<file path="src/rtl/ro_sensor_pkg.sv">
`default_nettype none
// ============================================================================
// Module      : ro_sensor_pkg
// Description : Shared types and default widths for the ring-oscillator
//               sensor enable path.
// Revision    : 1.0 - initial release
// ============================================================================
package ro_sensor_pkg;

    localparam int c_cnt_w_default   = 16;
    localparam int c_burst_w_default = 8;

    typedef enum logic [1:0] {
        ST_IDLE = 2'd0,
        ST_ON   = 2'd1,
        ST_OFF  = 2'd2,
        ST_DONE = 2'd3
    } ro_state_t;

endpackage
`default_nettype wire

</file>
<file path="src/rtl/ro_enable_ctrl_if.sv">
`default_nettype none
// ============================================================================
// Module      : ro_enable_ctrl_if
// Description : Control/status bundle between a burst requester and the
//               ring-oscillator enable controller.
// Revision    : 1.0 - initial release
// ============================================================================
interface ro_enable_ctrl_if
    import ro_sensor_pkg::*;
#(
    parameter int CNT_W   = c_cnt_w_default,
    parameter int BURST_W = c_burst_w_default
);
    logic               start;
    logic               stop;
    logic [CNT_W-1:0]   on_cycles;
    logic [CNT_W-1:0]   off_cycles;
    logic [BURST_W-1:0] burst_count;
    logic               ro_en;
    logic               busy;
    logic               done;
    logic               aborted;
    logic               err;
    logic [BURST_W-1:0] periods_done;

    modport master (
        output start, stop, on_cycles, off_cycles, burst_count,
        input  ro_en, busy, done, aborted, err, periods_done
    );

    modport slave (
        input  start, stop, on_cycles, off_cycles, burst_count,
        output ro_en, busy, done, aborted, err, periods_done
    );
endinterface
`default_nettype wire

</file>
<file path="src/rtl/ro_period_cnt.sv">
`default_nettype none
// ============================================================================
// Module      : ro_period_cnt
// Description : Loadable down-counter; tc flags the last cycle of a period.
// Revision    : 1.0 - initial release
// ============================================================================
module ro_period_cnt #(
    parameter int CNT_W = 16
) (
    input  wire logic             clk,
    input  wire logic             rst_n,
    input  wire logic             load,
    input  wire logic [CNT_W-1:0] load_val,
    input  wire logic             dec,
    output logic                  tc
);

    logic [CNT_W-1:0] r_count;

    always_ff @(posedge clk or negedge rst_n) begin
        if (!rst_n) begin
            r_count <= '0;
        end else if (load) begin
            r_count <= load_val;
        end else if (dec && (r_count != '0)) begin
            r_count <= r_count - CNT_W'(1);
        end
    end

    // A period loaded with N ends on the cycle the count reads 1.
    assign tc = (r_count == CNT_W'(1));

endmodule
`default_nettype wire

</file>
<file path="src/rtl/ro_enable_ctrl.sv">
`default_nettype none
// ============================================================================
// Module      : ro_enable_ctrl
// Description : Burst sequencer producing a registered ON/OFF enable for a
//               ring-oscillator bank.
// Revision    : 1.0 - initial release
// ============================================================================
module ro_enable_ctrl
    import ro_sensor_pkg::*;
#(
    parameter int CNT_W   = c_cnt_w_default,
    parameter int BURST_W = c_burst_w_default
) (
    input  wire logic         clk,
    input  wire logic         rst_n,
    ro_enable_ctrl_if.slave   bus
);

    ro_state_t          r_state;
    ro_state_t          w_next_state;
    logic [CNT_W-1:0]   r_on_len;
    logic [CNT_W-1:0]   r_off_len;
    logic [BURST_W-1:0] r_burst;
    logic [BURST_W-1:0] r_periods_done;
    logic [BURST_W-1:0] w_pd_inc;
    logic               r_ro_en, r_busy, r_done, r_aborted, r_err;
    logic               w_start_ok, w_start_bad;
    logic               w_load, w_dec, w_tc, w_inc, w_abort;
    logic [CNT_W-1:0]   w_load_val;

    assign w_start_ok  = (r_state == ST_IDLE) && bus.start && !bus.stop && (bus.on_cycles != '0);
    assign w_start_bad = (r_state == ST_IDLE) && bus.start && !bus.stop && (bus.on_cycles == '0);
    assign w_pd_inc    = r_periods_done + BURST_W'(1);
    assign w_dec       = (r_state == ST_ON) || (r_state == ST_OFF);

    ro_period_cnt #(.CNT_W(CNT_W)) u_period_cnt (
        .clk      (clk),
        .rst_n    (rst_n),
        .load     (w_load),
        .load_val (w_load_val),
        .dec      (w_dec),
        .tc       (w_tc)
    );

    always_comb begin
        w_next_state = r_state;
        w_load       = 1'b0;
        w_load_val   = r_on_len;
        w_inc        = 1'b0;
        w_abort      = 1'b0;
        case (r_state)
            ST_IDLE: begin
                if (w_start_ok) begin
                    w_next_state = ST_ON;
                    w_load       = 1'b1;
                    w_load_val   = bus.on_cycles;
                end
            end
            ST_ON: begin
                // stop outranks a coinciding period end, so that period is not counted
                if (bus.stop) begin
                    w_next_state = ST_DONE;
                    w_abort      = 1'b1;
                end else if (w_tc) begin
                    w_inc = 1'b1;
                    if ((r_burst != '0) && (w_pd_inc == r_burst)) begin
                        w_next_state = ST_DONE;
                    end else if (r_off_len == '0) begin
                        w_next_state = ST_ON;
                        w_load       = 1'b1;
                        w_load_val   = r_on_len;
                    end else begin
                        w_next_state = ST_OFF;
                        w_load       = 1'b1;
                        w_load_val   = r_off_len;
                    end
                end
            end
            ST_OFF: begin
                if (bus.stop) begin
                    w_next_state = ST_DONE;
                    w_abort      = 1'b1;
                end else if (w_tc) begin
                    w_next_state = ST_ON;
                    w_load       = 1'b1;
                    w_load_val   = r_on_len;
                end
            end
            default: w_next_state = ST_IDLE;
        endcase
    end

    always_ff @(posedge clk or negedge rst_n) begin
        if (!rst_n) begin
            r_state        <= ST_IDLE;
            r_on_len       <= '0;
            r_off_len      <= '0;
            r_burst        <= '0;
            r_periods_done <= '0;
            r_ro_en        <= 1'b0;
            r_busy         <= 1'b0;
            r_done         <= 1'b0;
            r_aborted      <= 1'b0;
            r_err          <= 1'b0;
        end else begin
            r_state <= w_next_state;
            if (w_start_ok) begin
                r_on_len       <= bus.on_cycles;
                r_off_len      <= bus.off_cycles;
                r_burst        <= bus.burst_count;
                r_periods_done <= '0;
            end else if (w_inc) begin
                r_periods_done <= w_pd_inc;
            end
            // Outputs are decoded from the next state so they align with the state register.
            r_ro_en   <= (w_next_state == ST_ON);
            r_busy    <= (w_next_state == ST_ON) || (w_next_state == ST_OFF);
            r_done    <= (w_next_state == ST_DONE);
            r_aborted <= w_abort;
            r_err     <= w_start_bad;
        end
    end

    assign bus.ro_en        = r_ro_en;
    assign bus.busy         = r_busy;
    assign bus.done         = r_done;
    assign bus.aborted      = r_aborted;
    assign bus.err          = r_err;
    assign bus.periods_done = r_periods_done;

endmodule
`default_nettype wire
</file>
<file path="src/flat_wrapper.sv">
// flat-port wrapper written by rule: the top's interface ports become plain ports
module ro_enable_ctrl_flat import ro_sensor_pkg::*;
#(
    parameter int CNT_W   = c_cnt_w_default,
    parameter int BURST_W = c_burst_w_default
)
  (clk, rst_n, bus_start, bus_stop, bus_on_cycles, bus_off_cycles, bus_burst_count, bus_ro_en, bus_busy, bus_done, bus_aborted, bus_err, bus_periods_done);
  ro_enable_ctrl_if #(.CNT_W(CNT_W), .BURST_W(BURST_W)) bus_i ();
  input  wire logic clk;
  input  wire logic rst_n;
  input wire logic [$bits(bus_i.start)-1:0] bus_start;
  input wire logic [$bits(bus_i.stop)-1:0] bus_stop;
  input wire logic [$bits(bus_i.on_cycles)-1:0] bus_on_cycles;
  input wire logic [$bits(bus_i.off_cycles)-1:0] bus_off_cycles;
  input wire logic [$bits(bus_i.burst_count)-1:0] bus_burst_count;
  output wire logic [$bits(bus_i.ro_en)-1:0] bus_ro_en;
  output wire logic [$bits(bus_i.busy)-1:0] bus_busy;
  output wire logic [$bits(bus_i.done)-1:0] bus_done;
  output wire logic [$bits(bus_i.aborted)-1:0] bus_aborted;
  output wire logic [$bits(bus_i.err)-1:0] bus_err;
  output wire logic [$bits(bus_i.periods_done)-1:0] bus_periods_done;
  assign bus_i.start = bus_start;
  assign bus_i.stop = bus_stop;
  assign bus_i.on_cycles = bus_on_cycles;
  assign bus_i.off_cycles = bus_off_cycles;
  assign bus_i.burst_count = bus_burst_count;
  assign bus_ro_en = bus_i.ro_en;
  assign bus_busy = bus_i.busy;
  assign bus_done = bus_i.done;
  assign bus_aborted = bus_i.aborted;
  assign bus_err = bus_i.err;
  assign bus_periods_done = bus_i.periods_done;
  ro_enable_ctrl #(.CNT_W(CNT_W), .BURST_W(BURST_W)) u_core (.clk(clk), .rst_n(rst_n), .bus(bus_i));
endmodule
</file>
<file path="config.mk">
export PLATFORM = sky130hd
export DESIGN_NAME = ro_enable_ctrl_flat
export DESIGN_NICKNAME = d
export VERILOG_FILES = /design/src/rtl/ro_sensor_pkg.sv /design/src/rtl/ro_enable_ctrl_if.sv /design/src/rtl/ro_period_cnt.sv /design/src/rtl/ro_enable_ctrl.sv /design/src/flat_wrapper.sv
export SDC_FILE = /design/constraint.sdc
export NUM_CORES = 1
export LEC_CHECK = 0
export ABC_AREA = 0
export BUFFER_PORTS_ARGS = -buffer_cell sky130_fd_sc_hd__buf_4
export CAP_MARGIN = 20
export CORE_UTILIZATION = 40
export DETAILED_ROUTE_END_ITERATION = 8
export GPL_TIMING_DRIVEN = 0
export PLACE_DENSITY = 0.56
export RECOVER_POWER = 25
export SYNTH_ARGS = -nofsm -noshare
export SYNTH_HDL_FRONTEND = slang
export SYNTH_SLANG_ARGS = --single-unit
</file>
<file path="constraint.sdc">
create_clock -name clk -period 3.2 [get_ports clk]
set_input_delay 0 -clock clk [delete_from_list [all_inputs] [get_ports clk]]
set_output_delay 0 -clock clk [all_outputs]
set_load 0.02 [all_outputs]
</file>
==> impl_metrics.py, run 1 <==
metrics = {
    "hold_path": {
        "hold_end": "u_core.bus.aborted",
        "hp-class": "primary input to flop",
        "whs_path_depth": 2,
        "hold_start": "bus_stop",
    },
    "synth": {
        "synth_top_area_cell": "dfrtp_1",
        "syn-mean-instance-area_um2": 8.74,
        "synth_nets": 502,
        "synth.distinct_cells": 58,
        "ys_warn_count": 0,
        "yosysTopAreaCellShare_pct": 45.3,
        "async_flop_share_pct": 100,
        "syn_inst": 449,
        "synth_area_leaders": "dfrtp_1, nand2_1, xor2_1",
        "synth_seq_cells": 71,
        "syn_area_um2": 3930,
        "yosys-top-cells-count": "nand2_1, dfrtp_1, nor2_1",
        "synth_edf_count": 0,
        "synth_most_common_cell": "nand2_1",
        "ys.flop_type": "dfrtp_1",
        "yosysSeqAreaShare_pct": 45.3,
    },
    "clock_network": {
        "cts_tree": "yes",
        "clock-sinks": 71,
        "clk_pin_slew_ps": 90,
        "clockBufferDepth": 2,
        "clock_latency_ps": 360,
        "cts_root_buffer": "clkbuf_8",
        "cts_buffers": 9,
        "h-tree-depth": 3,
    },
    "global_route": {
        "grt_max_degree": 72,
        "grt_remaining_overflow": 0,
        "grt_pass1_wl_um": 18600,
        "first_global_vias": 3684,
        "grt_use_total_pct": 24.1,
        "antenna_found_initial": 0,
    },
    "layout": {
        "final_layout_size_suffix_gt1_share_pct": 14.7,
        "area_growth_pct": 30.4,
        "num-nets-final": 612,
        "n_antenna_cell": 0,
        "nFillCells": 909,
    },
    "power_and_ir_drop": {
        "power_frac_clock_pct": 19.9,
        "ir_worst_vdd_mv": 0.333,
        "p_comb_share_pct": 38.7,
        "switching_share_pct": 40.4,
        "power_per_cell_area_nw_per_um2": 791,
        "p_int_uw": 2410,
        "power.switching_uw": 1640,
        "seq_power_share_pct": 41.3,
        "p_leak_uw": 0.00231,
    },
    "floorplanning": {
        "io_pins": 57,
        "rows": 35,
        "die_h_um": 101,
        "die_w_um": 101,
        "core_um2": 9370,
        "dieArea_um2": 10200,
        "start_util_pct": 41.9,
    },
    "worst_setup_path": {
        "crit_path_max_fanout": 10,
        "rrSetupSlack_ps": 240,
        "cp_slowest_cell": "or4_4",
        "r2r.worst_path.cells": 8,
        "cp_top_family": "simple AND/OR/NAND/NOR gates",
        "worstPathCellList": "or4_4, nor4b_4, nand4bb_1, and2_1, a311o_1, buf_2, a22oi_1, a31oi_1",
        "reg2reg_from": "u_core.u_period_cnt.r_count[3]",
        "required_ps": 3430,
        "critPathKind": "flop to flop",
        "crit_buf_inv": 1,
        "arrival_ps": 3190,
        "endpoint_kind": "flop",
        "start_kind": "flop",
        "reg2reg_to": "u_core.u_period_cnt.r_count[3]",
        "critical-path-max-stage-delay_ps": 590,
    },
    "timing": {
        "rsz0062_at_grt": "false",
        "setup_tns_ps": 0,
        "hold_violations": 0,
        "max_freq_mhz": 338,
        "setup_slack_ps": 245,
        "worst_hold_slack_ps": 89.8,
        "worstMarginPinSlew_ps": 1770,
        "min_period_ps": 2960,
        "setup_viol": 0,
        "drv_slew": 72,
        "min_period_over_period_pct": 92.4,
        "relSlewSlack_pct": -17.9,
        "skew_ps": 11.9,
    },
    "placed_design": {
        "post-place-ws_ps": -184,
        "globalplace.congestion": 0.887,
        "port_buffers": 55,
        "dp_hpwl_um": 8000,
    },
    "detailed_routing": {
        "antenna_left": 0,
        "post_drt_via_cell_ratio": 5.28,
        "wl_per_cell_um": 16.1,
        "drc": 0,
        "drt_iter0_markers": 295,
        "dr.pass1.iters": 5,
        "num_vias": 3656,
        "drt_wl_total_um": 11200,
    },
    "flow_run": {
        "maxCapViolations": 1,
    },
    "run_status": {
        "status": "finished with violations",
        "failed_checks": "capacitance limit, slew limit",
    },
}
==> state kept, by name (all words and copies together), names as in the netlist <==
name / flops
u_core.bus.err: 1
u_core.r_off_len: 16
u_core.r_burst: 8
u_core.bus.ro_en: 1
u_core.bus.aborted: 1
u_core.r_state: 2
u_core.bus.periods_done: 8
u_core.r_on_len: 16
u_core.bus.done: 1
u_core.bus.busy: 1
u_core.u_period_cnt.r_count: 16
==> cells by family after synthesis <==
logic type                 synth area share [%]
and+or+nand+nor                            28.6
AOI/OAI and AO/OA                          13.6
DFF                                        45.3
buffers and inverters                      3.57
xor gates and xnor gates                   5.58
adders and majority gates                  2.87
muxes                                     0.542
==> how the worst max path moves through the flow <==
stage	start	endpoint	slack (ps)	depth (start not counted)
after floorplan	u_core.bus.periods_done[1]	u_core.bus.busy	260	11
after global placement	u_core.bus.periods_done[1]	u_core.bus.busy	-210	11
after detailed placement	u_core.bus.periods_done[1]	u_core.bus.busy	-180	11
after CTS	u_core.bus.periods_done[1]	u_core.bus.busy	20	12
after global routing	u_core.r_state[0]	u_core.bus.busy	30	12
final	u_core.u_period_cnt.r_count[3]	u_core.u_period_cnt.r_count[3]	240	8
==> placed cells by master, fill, tap and decap left out, types with 4 or more instances in the layout <==
cell type,synthesis,layout
ha_1,9,8
or3_1,7,7
nand4_1,4,4
nor3_1,8,8
buf_4,0,46
o211ai_1,6,6
inv_1,7,7
clkbuf_1,16,26
nand2_1,140,140
xnor2_1,12,12
nand3_1,9,9
nor2_1,27,27
xor2_1,13,13
dfrtp_1,71,71
nor4_1,15,15
clkbuf_8,0,9
a21oi_1,13,13
o21ai_0,4,4
buf_2,4,4
a22oi_1,12,12
dlygate4sd3_1,0,42
a31oi_1,17,17
==> routing by layer <==
layer | routed length [um] | track usage, % | vias to the layer above | share of wire (%)
met2 | 5040 | 37.1 | 106 | 45
met4 | 187 | 7.13 | 0 | 1.7
met1 | 5350 | 33.8 | 1742 | 48
li1 | - | - | 1789 | -
met5 | 0 | 0 | - | 0
met3 | 589 | 5.41 | 19 | 5.3
==> power by group through the flow <==
stage	Clock, uW	Combinational (uW)	Sequential [uW]
global placement	0	1490	1670
CTS	817	1570	1660
global route	857	1790	1730
floorplan	0	1100	1600
detailed placement	0	1510	1680
finish	808	1570	1670
==> final cells by class <==
class,instances,area (um2),share of cell area (%)
Buffer,24,110,2.15
Sequential cell,71,1780,34.7
Timing Repair Buffer,100,812,15.9
Multi-Input combinational cell,346,2010,39.3
Clock inverter,7,97.6,1.91
Inverter,7,26.3,0.513
Tap cell,129,161,3.15
Clock buffer,9,124,2.42
==> repair_timing <==
| item | 4_1_cts | 5_1_grt |
|---|---|---|
| endpoints found under the hold margin | 112 | 0 |
| hold buffers | 42 | 0 |
| endpoints found under the setup margin | 3 | 5 |
| pin swaps | 2 | 1 |
| setup buffers | 1 | 2 |
| gates resized for setup | 1 | 1 |
==> through the flow <==
step / power (uW) / instances / cell area [um2] / utilization [%]
detailed placement: 3190 / 633 / 4500 / 48.0
global placement: 3160 / 633 / 4500 / 48.0
CTS: 4050 / 692 / 5150 / 55.0
floorplan: 2700 / 449 / 3930 / -
global route: 4380 / 693 / 5120 / 54.6
finish: 4050 / 693 / 5120 / 54.6
Power figures use the tool's default switching activity.
==> inputs of run 2 (changes only) <==
--- a/config.mk
+++ b/config.mk
@@ -8,10 +8,10 @@
 export ABC_AREA = 0
 export BUFFER_PORTS_ARGS = -buffer_cell sky130_fd_sc_hd__buf_4
 export CAP_MARGIN = 20
-export CORE_UTILIZATION = 40
+export CORE_UTILIZATION = 57
 export DETAILED_ROUTE_END_ITERATION = 8
 export GPL_TIMING_DRIVEN = 0
-export PLACE_DENSITY = 0.56
+export PLACE_DENSITY = 0.77
 export RECOVER_POWER = 25
 export SYNTH_ARGS = -nofsm -noshare
 export SYNTH_HDL_FRONTEND = slang
==> run 2 against run 1 <==
The flow still finishes with violations (capacitance limit, slew limit). Register-to-register slack worse by 20 ps. Sequential share of layout area increased by 0.51 points. Fmax is 0.57% lower. Power is 0.74% higher. Critical endpoint is now u_core.bus.busy. Largest power group unchanged.
==> impl_metrics.py, run 2 (synthesis results as in run 1) <==
metrics = {
    "run_status": {
        "status": "finished with violations",
        "failed_checks": "capacitance limit, slew limit",
    },
    "worst_setup_path": {
        "reg2reg_to": "u_core.bus.busy",
        "critical-path-max-stage-delay_ps": 500,
        "reg2reg_from": "u_core.r_state[0]",
        "worstPathCellList": "inv_1, ha_1, nand2_1, nor2_1, and2_1, clkbuf_1, buf_1, nor4_1, nor3_1, ha_1, inv_1",
        "cp_slowest_cell": "buf_1",
        "start_kind": "flop",
        "critPathKind": "flop to flop",
        "crit_buf_inv": 4,
        "crit_path_max_fanout": 10,
        "required_ps": 3480,
        "crit_start": "u_core.r_state[0]",
        "r2r.worst_path.cells": 11,
        "arrival_ps": 3250,
        "cp_top_family": "buffers and inverters",
        "rrSetupSlack_ps": 230,
        "endpoint_kind": "flop",
    },
    "timing": {
        "skew_ps": 5.67,
        "worstMarginPinSlew_ps": 1720,
        "max_freq_mhz": 336,
        "hold_violations": 0,
        "drv_slew": 72,
        "min_period_ps": 2970,
        "rsz0062_at_grt": "false",
        "relSlewSlack_pct": -14.6,
        "setup_viol": 0,
        "min_period_over_period_pct": 92.9,
    },
    "detailed_routing": {
        "wl_per_cell_um": 17.5,
        "drc": 0,
        "num_vias": 3793,
        "antenna_left": 0,
        "drt_wl_total_um": 11200,
        "drt_iter0_markers": 501,
        "dr.pass1.iters": 5,
        "post_drt_via_cell_ratio": 5.93,
    },
    "placed_design": {
        "placed_area_um2": 4440,
        "dp_hpwl_um": 7600,
        "port_buffers": 55,
        "placed_cells": 581,
        "globalplace.congestion": 0.887,
    },
    "flow_run": {
        "maxCapViolations": 1,
    },
    "clock_network": {
        "clk_pin_slew_ps": 80,
        "cts_buffers": 9,
        "cts_root_buffer": "clkbuf_8",
        "h-tree-depth": 3,
        "clock_latency_ps": 340,
        "clock-sinks": 71,
        "cts_tree": "yes",
        "clockBufferDepth": 2,
    },
    "layout": {
        "area_growth_pct": 28.6,
        "n_antenna_cell": 0,
        "utilization_pct": 77.7,
        "instances_no_fill": 640,
        "fin_area_um2": 5050,
        "largestRegisters": "u_core.r_off_len (16), u_core.r_on_len (16), u_core.u_period_cnt.r_count (16)",
        "final_cell_mix": "nand2_1, dfrtp_1, buf_4, dlygate4sd3_1, clkbuf_1",
        "final_common_cell": "nand2_1",
        "num-nets-final": 611,
        "final_layout_size_suffix_gt1_share_pct": 14.6,
    },
    "hold_path": {
        "hold_end": "u_core.bus.aborted",
        "hp-class": "primary input to flop",
        "hold_start": "bus_stop",
        "whs_path_depth": 2,
    },
    "global_route": {
        "grt_pass1_wl_um": 17900,
        "grt_use_total_pct": 32.0,
        "grt_remaining_overflow": 0,
        "antenna_found_initial": 0,
        "grt_max_degree": 72,
        "first_global_vias": 3712,
    },
    "power_and_ir_drop": {
        "totalPowerFinal_uw": 4080,
        "p_leak_uw": 0.00230,
        "ir_worst_vdd_mv": 0.489,
        "power_per_cell_area_nw_per_um2": 809,
    },
    "floorplanning": {
        "die_w_um": 85.0,
        "dieArea_um2": 7220,
        "rows": 29,
        "core_um2": 6490,
        "io_pins": 57,
        "start_util_pct": 60.5,
        "die_h_um": 85.0,
    },
}
==> run 2: cell count changes in the layout (fill, tap and decap cells not counted), sizes merged <==
cell / previous run / this run
clkbuf: 36 / 37
buf: 55 / 53
==> run 2: worst reg2reg max path, stage by stage, from the launching register on <==
cell and delay, ps:
dfrtp_1 430, inv_1 120, ha_1 240, nand2_1 90, nor2_1 150, and2_1 230, clkbuf_1 420, buf_1 500
nor4_1 110, nor3_1 270, ha_1 300, inv_1 60
==> run 2: per-layer routing <==
layer	vias to the layer above	global-route usage, %	share of wire [%]
met5	-	0	0
met4	0	11.4	2.0
met3	25	4.57	7.0
met2	191	52.9	48
met1	1790	43.3	43
li1	1787	-	-
==> run 2: how the worst max path moves through the flow <==
stage | endpoint | slack [ps] | depth (start not counted)
2_1_floorplan | u_core.bus.busy | 260 | 11
3_3_place_gp | u_core.bus.busy | -150 | 11
3_5_place_dp | u_core.bus.busy | -210 | 11
4_1_cts | u_core.bus.busy | 40 | 11
5_1_grt | u_core.bus.busy | 70 | 11
6_report | u_core.bus.busy | 230 | 11
==> run 2: final cells by class <==
class | count | area [um2]
plain buffers | 24 | 110
clock buffers | 9 | 124
clock inverters | 7 | 97.6
fillers | 462 | 1450
inverters | 7 | 26.3
multi-input cells | 346 | 2020
flip-flops and latches | 71 | 1780
well taps | 77 | 96.3
repair buffers | 99 | 801
==> run 2: through the flow <==
step | worst slack (ps) | hold slack [ps] | TNS (ps)
floorplan | 258 | -296 | 0
global placement | -150 | 175 | -180
detailed placement | -206 | 173 | -333
CTS | 42.2 | 105 | 0
global route | 70.6 | 127 | 0
finish | 228 | 118 | 0
==> run 2: power breakdown <==
part	total (uW)	switching [uW]	internal, uW
Sequential	1680	376	1300
Combinational	1610	933	674
Clock	796	356	440
==> run 2: timing repair <==
item | in CTS | in global routing
setup buffers | 2 | 0
pin swaps | 2 | 0
hold buffers | 42 | 0
endpoints found under the setup margin | 3 | 4
hold endpoints to repair | 112 | 0
resized for setup | 1 | 2
